--- src/rtl/microcode_pipeline_scheduler_pkg.sv ---
// Shared types and microcode field positions for the four-stage microcode pipeline scheduler.
package microcode_pkg;

  localparam int MC_W   = 25;
  localparam int RIDX_W = 5;

  localparam int CHECK_RS1_BIT      = 0;
  localparam int CHECK_RS2_BIT      = 1;
  localparam int MEM_IN_USE_BIT     = 10;
  localparam int MEM_WRITE_BIT      = 15;
  localparam int JUMP_IF_BRANCH_BIT = 19;
  localparam int REG_WRITE_BIT      = 22;
  localparam int USE_PRE_WB_BIT     = 23;
  localparam int SEXT_MEM_BIT       = 24;

  typedef enum logic [1:0] {
    FWD_REGFILE   = 2'd0,
    FWD_S2_PRE_WB = 2'd1,
    FWD_S3_WB     = 2'd2
  } fwd_sel_e;

  typedef struct packed {
    logic              valid;
    logic [MC_W-1:0]   mc;
    logic [RIDX_W-1:0] rs1;
    logic [RIDX_W-1:0] rs2;
    logic [RIDX_W-1:0] rd;
  } stage_t;

  // Stages past S0 only ever act as producers, so their source indices are not kept.
  typedef struct packed {
    logic              valid;
    logic [MC_W-1:0]   mc;
    logic [RIDX_W-1:0] rd;
  } prod_t;

  function automatic logic is_load(input logic [MC_W-1:0] mc);
    return mc[REG_WRITE_BIT] & ~mc[USE_PRE_WB_BIT];
  endfunction

endpackage

--- src/rtl/microcode_pipeline_scheduler_if.sv ---
// Issue-stage handshake into the scheduler: valid/ready plus microcode word and register indices.
interface microcode_pipeline_scheduler_if;
  import microcode_pkg::*;

  logic              in_valid;
  logic              in_ready;
  logic [MC_W-1:0]   in_microcode;
  logic [RIDX_W-1:0] in_rs1;
  logic [RIDX_W-1:0] in_rs2;
  logic [RIDX_W-1:0] in_rd;

  modport master (
    output in_valid, in_microcode, in_rs1, in_rs2, in_rd,
    input  in_ready
  );

  modport slave (
    input  in_valid, in_microcode, in_rs1, in_rs2, in_rd,
    output in_ready
  );

endinterface

--- src/rtl/microcode_pipeline_scheduler_hazard_detect.sv ---
// RAW hazard check of the S0 sources against S1..S3 producers; purely combinational, no backpressure.
// With SCHED_FORWARD_EN the S2/S3 producers are bypassed and forward selects are produced.
module hazard_detect
  import microcode_pkg::*;
(
  input  logic                   [RIDX_W-1:0] rs1,
  input  logic                   [RIDX_W-1:0] rs2,
  input  logic                                chk1,
  input  logic                                chk2,
  input  logic                   [2:0]        prod_wr,
  input  logic [2:0][RIDX_W-1:0]              prod_rd,
`ifdef SCHED_FORWARD_EN
  input  logic                                s2_load,
  output fwd_sel_e                            fwd_a_sel,
  output fwd_sel_e                            fwd_b_sel,
`endif
  output logic                                hazard
);

  logic [2:0] match_a;
  logic [2:0] match_b;

  always_comb begin
    for (int k = 0; k < 3; k++) begin
      match_a[k] = chk1 & (rs1 != '0) & prod_wr[k] & (prod_rd[k] == rs1);
      match_b[k] = chk2 & (rs2 != '0) & prod_wr[k] & (prod_rd[k] == rs2);
    end
  end

`ifdef SCHED_FORWARD_EN
  // Only an S1 producer or a load still in S2 lacks a bypassable result.
  assign hazard = match_a[0] | match_b[0] | (s2_load & (match_a[1] | match_b[1]));

  always_comb begin
    fwd_a_sel = FWD_REGFILE;
    if (match_a[1])      fwd_a_sel = FWD_S2_PRE_WB;
    else if (match_a[2]) fwd_a_sel = FWD_S3_WB;
    fwd_b_sel = FWD_REGFILE;
    if (match_b[1])      fwd_b_sel = FWD_S2_PRE_WB;
    else if (match_b[2]) fwd_b_sel = FWD_S3_WB;
  end
`else
  // Register file is not write-through, so even an S3 producer must retire first.
  assign hazard = (|match_a) | (|match_b);
`endif

endmodule

--- src/rtl/microcode_pipeline_scheduler.sv ---
// Four-stage microcode sequencer: S0 visible 1 cycle after accept, S3 3 cycles later; in_ready drops on hazard stall or branch kill.
// Optional operand forwarding enabled by defining SCHED_FORWARD_EN.
module microcode_pipeline_scheduler
  import microcode_pkg::*;
(
  input  logic                           clk,
  input  logic                           rst_n,
  microcode_pipeline_scheduler_if.slave  issue,
  input  logic                           branch_taken,
  output logic                           s0_valid,
  output logic                           s1_valid,
  output logic                           s2_valid,
  output logic                           s3_valid,
  output logic [MC_W-1:0]                s0_mc,
  output logic [MC_W-1:0]                s1_mc,
  output logic [MC_W-1:0]                s2_mc,
  output logic [MC_W-1:0]                s3_mc,
  output logic [RIDX_W-1:0]              s3_rd,
  output logic                           stall,
  output logic                           fetch_mem_grant,
`ifdef SCHED_FORWARD_EN
  output fwd_sel_e                       fwd_a_sel,
  output fwd_sel_e                       fwd_b_sel,
`endif
  output logic [31:0]                    stall_count
);

  stage_t s0;
  prod_t  s1, s2, s3;

  logic                    kill;
  logic                    hazard;
  logic                    accept;
  logic [2:0]              prod_wr;
  logic [2:0][RIDX_W-1:0]  prod_rd;

  assign prod_wr = {s3.valid & s3.mc[REG_WRITE_BIT],
                    s2.valid & s2.mc[REG_WRITE_BIT],
                    s1.valid & s1.mc[REG_WRITE_BIT]};
  assign prod_rd = {s3.rd, s2.rd, s1.rd};

`ifdef SCHED_FORWARD_EN
  fwd_sel_e fwd_a_nxt, fwd_b_nxt;
`endif

  hazard_detect u_hazard_detect (
    .rs1       (s0.rs1),
    .rs2       (s0.rs2),
    .chk1      (s0.mc[CHECK_RS1_BIT]),
    .chk2      (s0.mc[CHECK_RS2_BIT]),
    .prod_wr   (prod_wr),
    .prod_rd   (prod_rd),
`ifdef SCHED_FORWARD_EN
    .s2_load   (s2.valid & is_load(s2.mc)),
    .fwd_a_sel (fwd_a_nxt),
    .fwd_b_sel (fwd_b_nxt),
`endif
    .hazard    (hazard)
  );

  assign kill           = branch_taken & s2.valid & s2.mc[JUMP_IF_BRANCH_BIT];
  // A flush empties S0 anyway, so it is never reported or counted as a stall.
  assign stall          = s0.valid & hazard & ~kill;
  assign issue.in_ready = ~stall & ~kill;
  assign accept         = issue.in_valid & issue.in_ready;

  always_ff @(posedge clk or negedge rst_n) begin
    if (!rst_n) begin
      s0              <= '0;
      s1              <= '0;
      s2              <= '0;
      s3              <= '0;
      fetch_mem_grant <= 1'b1;
      stall_count     <= '0;
`ifdef SCHED_FORWARD_EN
      fwd_a_sel       <= FWD_REGFILE;
      fwd_b_sel       <= FWD_REGFILE;
`endif
    end else begin
      s3 <= s2;
      if (kill) begin
        // Everything younger than the taken branch in S2 is discarded.
        s2 <= '0;
        s1 <= '0;
        s0 <= '0;
      end else begin
        s2 <= s1;
        if (stall) begin
          s1 <= '0;
        end else begin
          s1 <= '{valid: s0.valid, mc: s0.mc, rd: s0.rd};
          if (accept)
            s0 <= '{valid: 1'b1, mc: issue.in_microcode, rs1: issue.in_rs1,
                    rs2: issue.in_rs2, rd: issue.in_rd};
          else
            s0 <= '0;
        end
      end

      fetch_mem_grant <= ~(s1.valid & s1.mc[MEM_IN_USE_BIT] & ~kill);

      if (stall && (stall_count != '1))
        stall_count <= stall_count + 32'd1;

`ifdef SCHED_FORWARD_EN
      if (kill || stall) begin
        fwd_a_sel <= FWD_REGFILE;
        fwd_b_sel <= FWD_REGFILE;
      end else begin
        fwd_a_sel <= fwd_a_nxt;
        fwd_b_sel <= fwd_b_nxt;
      end
`endif
    end
  end

  assign s0_valid = s0.valid;
  assign s1_valid = s1.valid;
  assign s2_valid = s2.valid;
  assign s3_valid = s3.valid;
  assign s0_mc    = s0.mc;
  assign s1_mc    = s1.mc;
  assign s2_mc    = s2.mc;
  assign s3_mc    = s3.mc;
  assign s3_rd    = s3.rd;

endmodule

--- src/flat_wrapper.sv ---
// flat-port wrapper written by rule: the top's interface ports become plain ports
module microcode_pipeline_scheduler_flat import microcode_pkg::*;
  (clk, rst_n, branch_taken, s0_valid, s1_valid, s2_valid, s3_valid, s0_mc, s1_mc, s2_mc, s3_mc, s3_rd, stall, fetch_mem_grant, stall_count, issue_in_valid, issue_in_microcode, issue_in_rs1, issue_in_rs2, issue_in_rd, issue_in_ready);
  microcode_pipeline_scheduler_if issue_i ();
  input  logic clk;
  input  logic rst_n;
  input  logic branch_taken;
  output logic s0_valid;
  output logic s1_valid;
  output logic s2_valid;
  output logic s3_valid;
  output logic [MC_W-1:0] s0_mc;
  output logic [MC_W-1:0] s1_mc;
  output logic [MC_W-1:0] s2_mc;
  output logic [MC_W-1:0] s3_mc;
  output logic [RIDX_W-1:0] s3_rd;
  output logic stall;
  output logic fetch_mem_grant;
  output logic [31:0] stall_count;
  input wire logic [$bits(issue_i.in_valid)-1:0] issue_in_valid;
  input wire logic [$bits(issue_i.in_microcode)-1:0] issue_in_microcode;
  input wire logic [$bits(issue_i.in_rs1)-1:0] issue_in_rs1;
  input wire logic [$bits(issue_i.in_rs2)-1:0] issue_in_rs2;
  input wire logic [$bits(issue_i.in_rd)-1:0] issue_in_rd;
  output wire logic [$bits(issue_i.in_ready)-1:0] issue_in_ready;
  assign issue_i.in_valid = issue_in_valid;
  assign issue_i.in_microcode = issue_in_microcode;
  assign issue_i.in_rs1 = issue_in_rs1;
  assign issue_i.in_rs2 = issue_in_rs2;
  assign issue_i.in_rd = issue_in_rd;
  assign issue_in_ready = issue_i.in_ready;
  microcode_pipeline_scheduler u_core (.clk(clk), .rst_n(rst_n), .issue(issue_i), .branch_taken(branch_taken), .s0_valid(s0_valid), .s1_valid(s1_valid), .s2_valid(s2_valid), .s3_valid(s3_valid), .s0_mc(s0_mc), .s1_mc(s1_mc), .s2_mc(s2_mc), .s3_mc(s3_mc), .s3_rd(s3_rd), .stall(stall), .fetch_mem_grant(fetch_mem_grant), .stall_count(stall_count));
endmodule
--- config.mk ---
export PLATFORM = sky130hd
export DESIGN_NAME = microcode_pipeline_scheduler_flat
export DESIGN_NICKNAME = d
export VERILOG_FILES = /design/src/rtl/microcode_pipeline_scheduler_pkg.sv /design/src/rtl/microcode_pipeline_scheduler_if.sv /design/src/rtl/microcode_pipeline_scheduler_hazard_detect.sv /design/src/rtl/microcode_pipeline_scheduler.sv /design/src/flat_wrapper.sv
export SDC_FILE = /design/constraint.sdc
export NUM_CORES = 1
export LEC_CHECK = 0
export CAP_MARGIN = 40
export CORE_MARGIN = 5
export CORE_UTILIZATION = 52
export CTS_CLUSTER_DIAMETER = 30
export DETAILED_ROUTE_END_ITERATION = 8
export PLACE_DENSITY = 0.86
export SETUP_SLACK_MARGIN = 0.2
export SKIP_LAST_GASP = 1
export SLEW_MARGIN = 5
export SYNTH_ARGS = -nofsm -noshare
export SYNTH_HDL_FRONTEND = slang
export SYNTH_SLANG_ARGS = --single-unit
--- constraint.sdc ---
create_clock -name clk -period 7 [get_ports clk]
set_input_delay 0.7 -clock clk [delete_from_list [all_inputs] [get_ports clk]]
set_output_delay 0.7 -clock clk [all_outputs]
set_load 0.02 [all_outputs]
* Word-level counts from Yosys, hierarchy flattened
Index checks and enable logic that the tools add are counted.
** Cells by class
- Add/subtract/negate cells :: 1
- Eq/ne operators :: 8
- Multiplexer cells :: 6
- Bitwise logic cells :: 29
- Reductions and logical operators :: 5
** Operators by type and width (count)
- $mux W41 :: 3
- $mux W31 :: 3
- $add A32 B1 Y32 const B :: 1
- $ne A32 B32 Y1 const B :: 1
- $eq A5 B5 Y1 :: 6
- $and A1 B1 Y1 :: 25
- $reduce_bool A5 Y1 :: 2
- $reduce_or A3 Y1 :: 2
- $not A1 Y1 :: 3
- $ne A2 B2 Y1 const B :: 1
- $logic_and A1 B1 Y1 :: 1
- $or A1 B1 Y1 :: 1
** Storage, ports and cells
- Flip-flop bits (word level) :: 167
- Input port bits :: 44
- Output and inout bits :: 144
- Word-level logic and storage cells :: 65

* Depth between registers and ports, before layout
- Depth after elaboration :: 14
- Depth in mapped cells :: 10
- Depth with buffers taken out :: 8

* By module
From an unflattened synthesis, not the netlist that was laid out.
** Second synthesis, totals
- Cell total of the unflattened synthesis :: 485
- Area, all modules :: 6422.4 um2
** By module, submodules not included
- microcode_pipeline_scheduler :: times used 1, cells an instance 436, area each 6048.3 um2, seq. area each 4180.3 um2
- hazard_detect :: times used 1, cells an instance 49, area each 374.1 um2, seq. area each 0.0 um2

* Worst setup path before layout
No wires, ideal clock.
- Kind :: register to output
- From :: register u_core.s0[10] (netlist bit)
- To :: output issue_in_ready
- Arrival time :: 1.914 ns
- Data required time :: 6.300 ns
- Slack :: 4.386 ns
- Cell stages (with the launch flop) :: 7
- Buffers on the path :: 2
- Cells stage by stage :: dfrtp_1 or4_1 o211ai_1 o22ai_1 buf_2 buf_2 nor2_1
** On the way
- Longest elaborated chain between the ends :: 10
- Elaborated cells between the ends (all ways) :: 17
- Those cells by class :: 3 x eq/ne; 12 x bitwise; 2 x reduce/logical
** RTL lines
- start, declared :: line microcode_pipeline_scheduler.sv:28 : stage_t s0;
- start signal, assigned :: line microcode_pipeline_scheduler.sv:93 : s0 <= '{valid: 1'b1, mc: issue.in_microcode, rs1: issue.in_rs1,
- $reduce_bool A5 Y1 :: line microcode_pipeline_scheduler_hazard_detect.sv:25 : match_a[k] = chk1 & (rs1 != '0) & prod_wr[k] & (prod_rd[k] == rs1);
- $and A1 B1 Y1 (3 in a row) :: line microcode_pipeline_scheduler_hazard_detect.sv:25
- $reduce_or A3 Y1 (*) :: line microcode_pipeline_scheduler_hazard_detect.sv:44 : assign hazard = (|match_a) | (|match_b);
- $or A1 B1 Y1 (*) :: line microcode_pipeline_scheduler_hazard_detect.sv:44
- $and A1 B1 Y1 (*) (2 in a row) :: line microcode_pipeline_scheduler.sv:63 : assign stall = s0.valid & hazard & ~kill;
- $not A1 Y1 (*) :: line microcode_pipeline_scheduler.sv:64 : assign issue.in_ready = ~stall & ~kill;
- $and A1 B1 Y1 (*) :: line microcode_pipeline_scheduler.sv:64
- end, declared :: line flat_wrapper.sv:25 : output wire logic [$bits(issue_i.in_ready)-1:0] issue_in_ready;
Mark *: on every way between the ends. The rest lies on a longest branch, timed or not.

* Worst setup path after layout
- From :: register u_core.s0[10] (netlist bit)
- To :: output stall
** On the way
- Longest elaborated chain between the ends :: 8
- Elaborated cells between the ends (all ways) :: 15
- Those cells by class :: 3 x eq/ne; 10 x bitwise; 2 x reduce/logical
** RTL lines
- $reduce_bool A5 Y1 :: line microcode_pipeline_scheduler_hazard_detect.sv:25
- $and A1 B1 Y1 (3 in a row) :: line microcode_pipeline_scheduler_hazard_detect.sv:25
- $reduce_or A3 Y1 (*) :: line microcode_pipeline_scheduler_hazard_detect.sv:44
- $or A1 B1 Y1 (*) :: line microcode_pipeline_scheduler_hazard_detect.sv:44
- $and A1 B1 Y1 (*) (2 in a row) :: line microcode_pipeline_scheduler.sv:63
- end, declared :: line flat_wrapper.sv:17 : output logic stall;
Marks and branches as above.

==> reports/metrics.json <==
{
  "clockBufferDepth": 2,
  "grt_antenna_before_repair": 2,
  "outcome": "complete, no violations",
  "fin_skew_ps": 8.62,
  "min-delay-path-class": "input pin to async pin",
  "syn_inst": 577,
  "yosys-top-cells-area": "sky130_fd_sc_hd__dfrtp_1, sky130_fd_sc_hd__xor2_1, sky130_fd_sc_hd__and3_1, sky130_fd_sc_hd__nand3_1, sky130_fd_sc_hd__buf_4",
  "cts.root.buffer_cell": "sky130_fd_sc_hd__clkbuf_16",
  "hold_viol": 0,
  "startpoint_type": "register",
  "drt-wirelength-per-cell_um": 20.4,
  "sequential_area_share_after_synthesis_pct": 61.6,
  "core.rowCount": 41,
  "timing.max_slew.rel_slack_pct": 37.4,
  "via_per_inst": 5.60,
  "vdd_ir_drop_max_v": 0.000142,
  "total_negative_slack_ps": 0,
  "final_layout_size_suffix_gt1_share_pct": 7.76,
  "firstDrtPassIters": 8,
  "synth.avg_cell_area_um2": 11.8,
  "worst-endpoint-required_ps": 6300,
  "dominant_combinational_cell_family_by_area_after_synthesis": "simple AND/OR/NAND/NOR gates",
  "fmax_ghz": 0.255,
  "boundaryPins": 188,
  "yosys.cell_types.count": 32,
  "io_buffer_count": 187,
  "post_synth_xor_xnor_area_pct": 7.87,
  "insertedDiodeCount": 0,
  "place_hpwl_um": 11800,
  "die-height_um": 124,
  "pre_cts_slack_ps": 3500,
  "fp.dieArea_um2": 15400,
  "h-tree-depth": 4,
  "setup_viol": 0,
  "drc": 0,
  "placeableCoreArea_um2": 12700,
  "holdBufCountCts": 0,
  "first_global_vias": 5308,
  "p_per_area_nw_per_um2": 244,
  "synth_nets": 622,
  "layout.cells.most_common_list": "sky130_fd_sc_hd__clkdlybuf4s50_1, sky130_fd_sc_hd__dfrtp_1, sky130_fd_sc_hd__nand3_1",
  "layout_commonest_cell": "sky130_fd_sc_hd__clkdlybuf4s50_1",
  "criticalPathCategory": "register to output port",
  "post-cts-setup-buffers": 0,
  "fillerInstances": 890,
  "routed_wl_um": 18500,
  "worst_reg2reg_path_endpoint": "u_core.stall_count[22]$_DFFE_PN0P_",
  "cp-end-kind": "output port",
  "finalWeightedCongestion": 0.946,
  "netlist.top_cell.by_area": "sky130_fd_sc_hd__dfrtp_1",
  "floorplan.initialDensity_pct": 53.4,
  "final_nets": 767,
  "cts-buffers-inserted": 17,
  "fin_ws_ps": 3070,
  "final_std_cell_area_no_fill_um2": 9090,
  "worst_r2r_startpoint": "u_core.stall_count[0]$_DFFE_PN0P_",
  "first_iter_violations": 574,
  "timing_max_transition_violations_final": 0,
  "finalWorstPathRequiredPeriod_ps": 3930,
  "area_growth_syn_to_layout_pct": 33.8,
  "gr-total-overflow": 0,
  "grt_max_degree": 94,
  "via_count": 5082,
  "yosysTopAreaCellShare_pct": 61.2,
  "yosys.area_share.simple_pct": 20.8,
  "max-cap-violations": 0,
  "postPlaceCellArea_um2": 8540,
  "clk_latency_ps": 410,
  "postSynthRegisterBits": 167,
  "worst-path-max-fanout": 87,
  "synth.cell_area_um2": 6790,
  "worstRegToRegCells": 8,
  "die_width_um": 124,
  "synth_compound_area_share_pct": 3.52,
  "p_leak_uw": 0.00411,
  "ant_nets": 0,
  "synth_warnings": 0,
  "track_usage_pct": 24.4,
  "post_route_clock_period_utilization_pct": 56.1,
  "reg2reg_slack_ps": 4010,
  "clock_tree_from_tritoncts": "built",
  "synth.area.mux_share_pct": 0.166,
  "global_route_wire_length_before_repair_um": 30600,
  "rsz0062_at_grt": "false",
  "tightestPinTransition_ps": 940,
  "worst-endpoint-arrival_ps": 3230,
  "ctsResizeCount": 0,
  "clock_sinks": 167,
  "cts.reportedPaths.clkPinSlew_ps": 70,
  "synth-adder-area-share_pct": 0.184
}
==> power by group <==
part           total [uW]  switching [uW]  internal (uW)
logic                 292             152            141
clock network         856             388            468
registers            1070            51.0           1020
==> sequential cells by signal, summed over array words and instances (netlist names) <==
register                cells
u_core.s2_valid             1
u_core.s3_mc               25
u_core.s0                  15
u_core.stall_count         32
u_core.prod_rd             10
u_core.s0_valid             1
u_core.s3_rd                5
u_core.s1_valid             1
u_core.fetch_mem_grant      1
u_core.s3_valid             1
u_core.s2_mc               25
u_core.s0_mc               25
u_core.s1_mc               25
==> synth_stat cells <==
cell type / instances
sky130_fd_sc_hd__o211ai_1: 2
sky130_fd_sc_hd__nand4_1: 13
sky130_fd_sc_hd__buf_2: 11
sky130_fd_sc_hd__nor4_1: 6
sky130_fd_sc_hd__and2_1: 36
sky130_fd_sc_hd__buf_6: 3
sky130_fd_sc_hd__nand3_1: 55
sky130_fd_sc_hd__o22a_4: 1
sky130_fd_sc_hd__and3_4: 1
sky130_fd_sc_hd__a21oi_1: 40
sky130_fd_sc_hd__ha_1: 1
sky130_fd_sc_hd__nand4_4: 1
sky130_fd_sc_hd__dfstp_2: 1
sky130_fd_sc_hd__dfrtp_1: 166
sky130_fd_sc_hd__nor4_4: 1
sky130_fd_sc_hd__xnor2_1: 17
sky130_fd_sc_hd__and3_1: 45
sky130_fd_sc_hd__and4_1: 8
sky130_fd_sc_hd__clkbuf_1: 16
sky130_fd_sc_hd__nand3b_1: 1
sky130_fd_sc_hd__nor2_1: 7
sky130_fd_sc_hd__or4_1: 2
sky130_fd_sc_hd__buf_1: 5
sky130_fd_sc_hd__nor2b_2: 1
sky130_fd_sc_hd__buf_4: 31
sky130_fd_sc_hd__xor2_1: 44
sky130_fd_sc_hd__mux2_2: 1
sky130_fd_sc_hd__nand2_1: 45
sky130_fd_sc_hd__o22ai_1: 1
sky130_fd_sc_hd__nor4_2: 9
sky130_fd_sc_hd__nor3_1: 5
sky130_fd_sc_hd__nand4b_4: 1
==> per-stage QoR <==
step / total power [uW] / instances / hold WS (ps) / utilization (%)
global route: 2300 / 907 / 399 / 71.4
global placement: 1370 / 874 / 359 / 67.0
finish: 2220 / 907 / 338 / 71.4
floorplan: 1220 / 577 / 404 / -
CTS: 2240 / 907 / 379 / 71.4
detailed placement: 1380 / 875 / 357 / 67.2
==> worst max-delay path by stage <==
stage,start,endpoint,slack [ps],cells past startpoint
floorplan,u_core.s0[10]$_DFFE_PN0P_,issue_in_ready,4390,6
global placement,u_core.s0[6]$_DFFE_PN0P_,stall,3550,5
finish,u_core.s0[10]$_DFFE_PN0P_,stall,3070,5
CTS,u_core.s0[7]$_DFFE_PN0P_,stall,3030,5
detailed placement,u_core.s0[10]$_DFFE_PN0P_,stall,3500,5
global route,u_core.s0[10]$_DFFE_PN0P_,stall,2890,5
==> logic make-up (layout without fill, tap and decap cells) <==
group	count (synthesis)	count (layout)
compound gates	44	44
xor+xnor	61	61
fa+ha+maj	1	1
buf+inv	66	224
flops	167	167
mux	1	1
simple gates	237	237
==> routing by layer <==
metal | share of wire, % | routed length (um) | global-route usage, % | up-vias
li1 | - | - | - | 2228
met3 | 6.7 | 1240 | 6.60 | 24
met4 | 1.3 | 238 | 5.93 | 4
met2 | 50 | 9260 | 40.0 | 233
met5 | 0.11 | 21 | 0 | -
met1 | 42 | 7760 | 32.5 | 2593
==> final cells by class <==
type | instances | area (um2) | share of cell area, %
clock buffer | 20 | 447 | 4.92
clock inverter | 12 | 96.3 | 1.06
multi-input combinational | 344 | 2230 | 24.5
sequential | 167 | 4180 | 46.0
tap | 172 | 215 | 2.37
timing repair buffer | 192 | 1920 | 21.1
==> worst max-delay path, cell delays in order, from the launching register on <==
cell                              delay [ps]
sky130_fd_sc_hd__dfrtp_1                 440
sky130_fd_sc_hd__or4_1                   550
sky130_fd_sc_hd__o211ai_1                360
sky130_fd_sc_hd__o22a_4                  810
sky130_fd_sc_hd__nor2_1                   70
sky130_fd_sc_hd__clkdlybuf4s50_1         570
No activity file was read; power rests on OpenSTA's default activity.
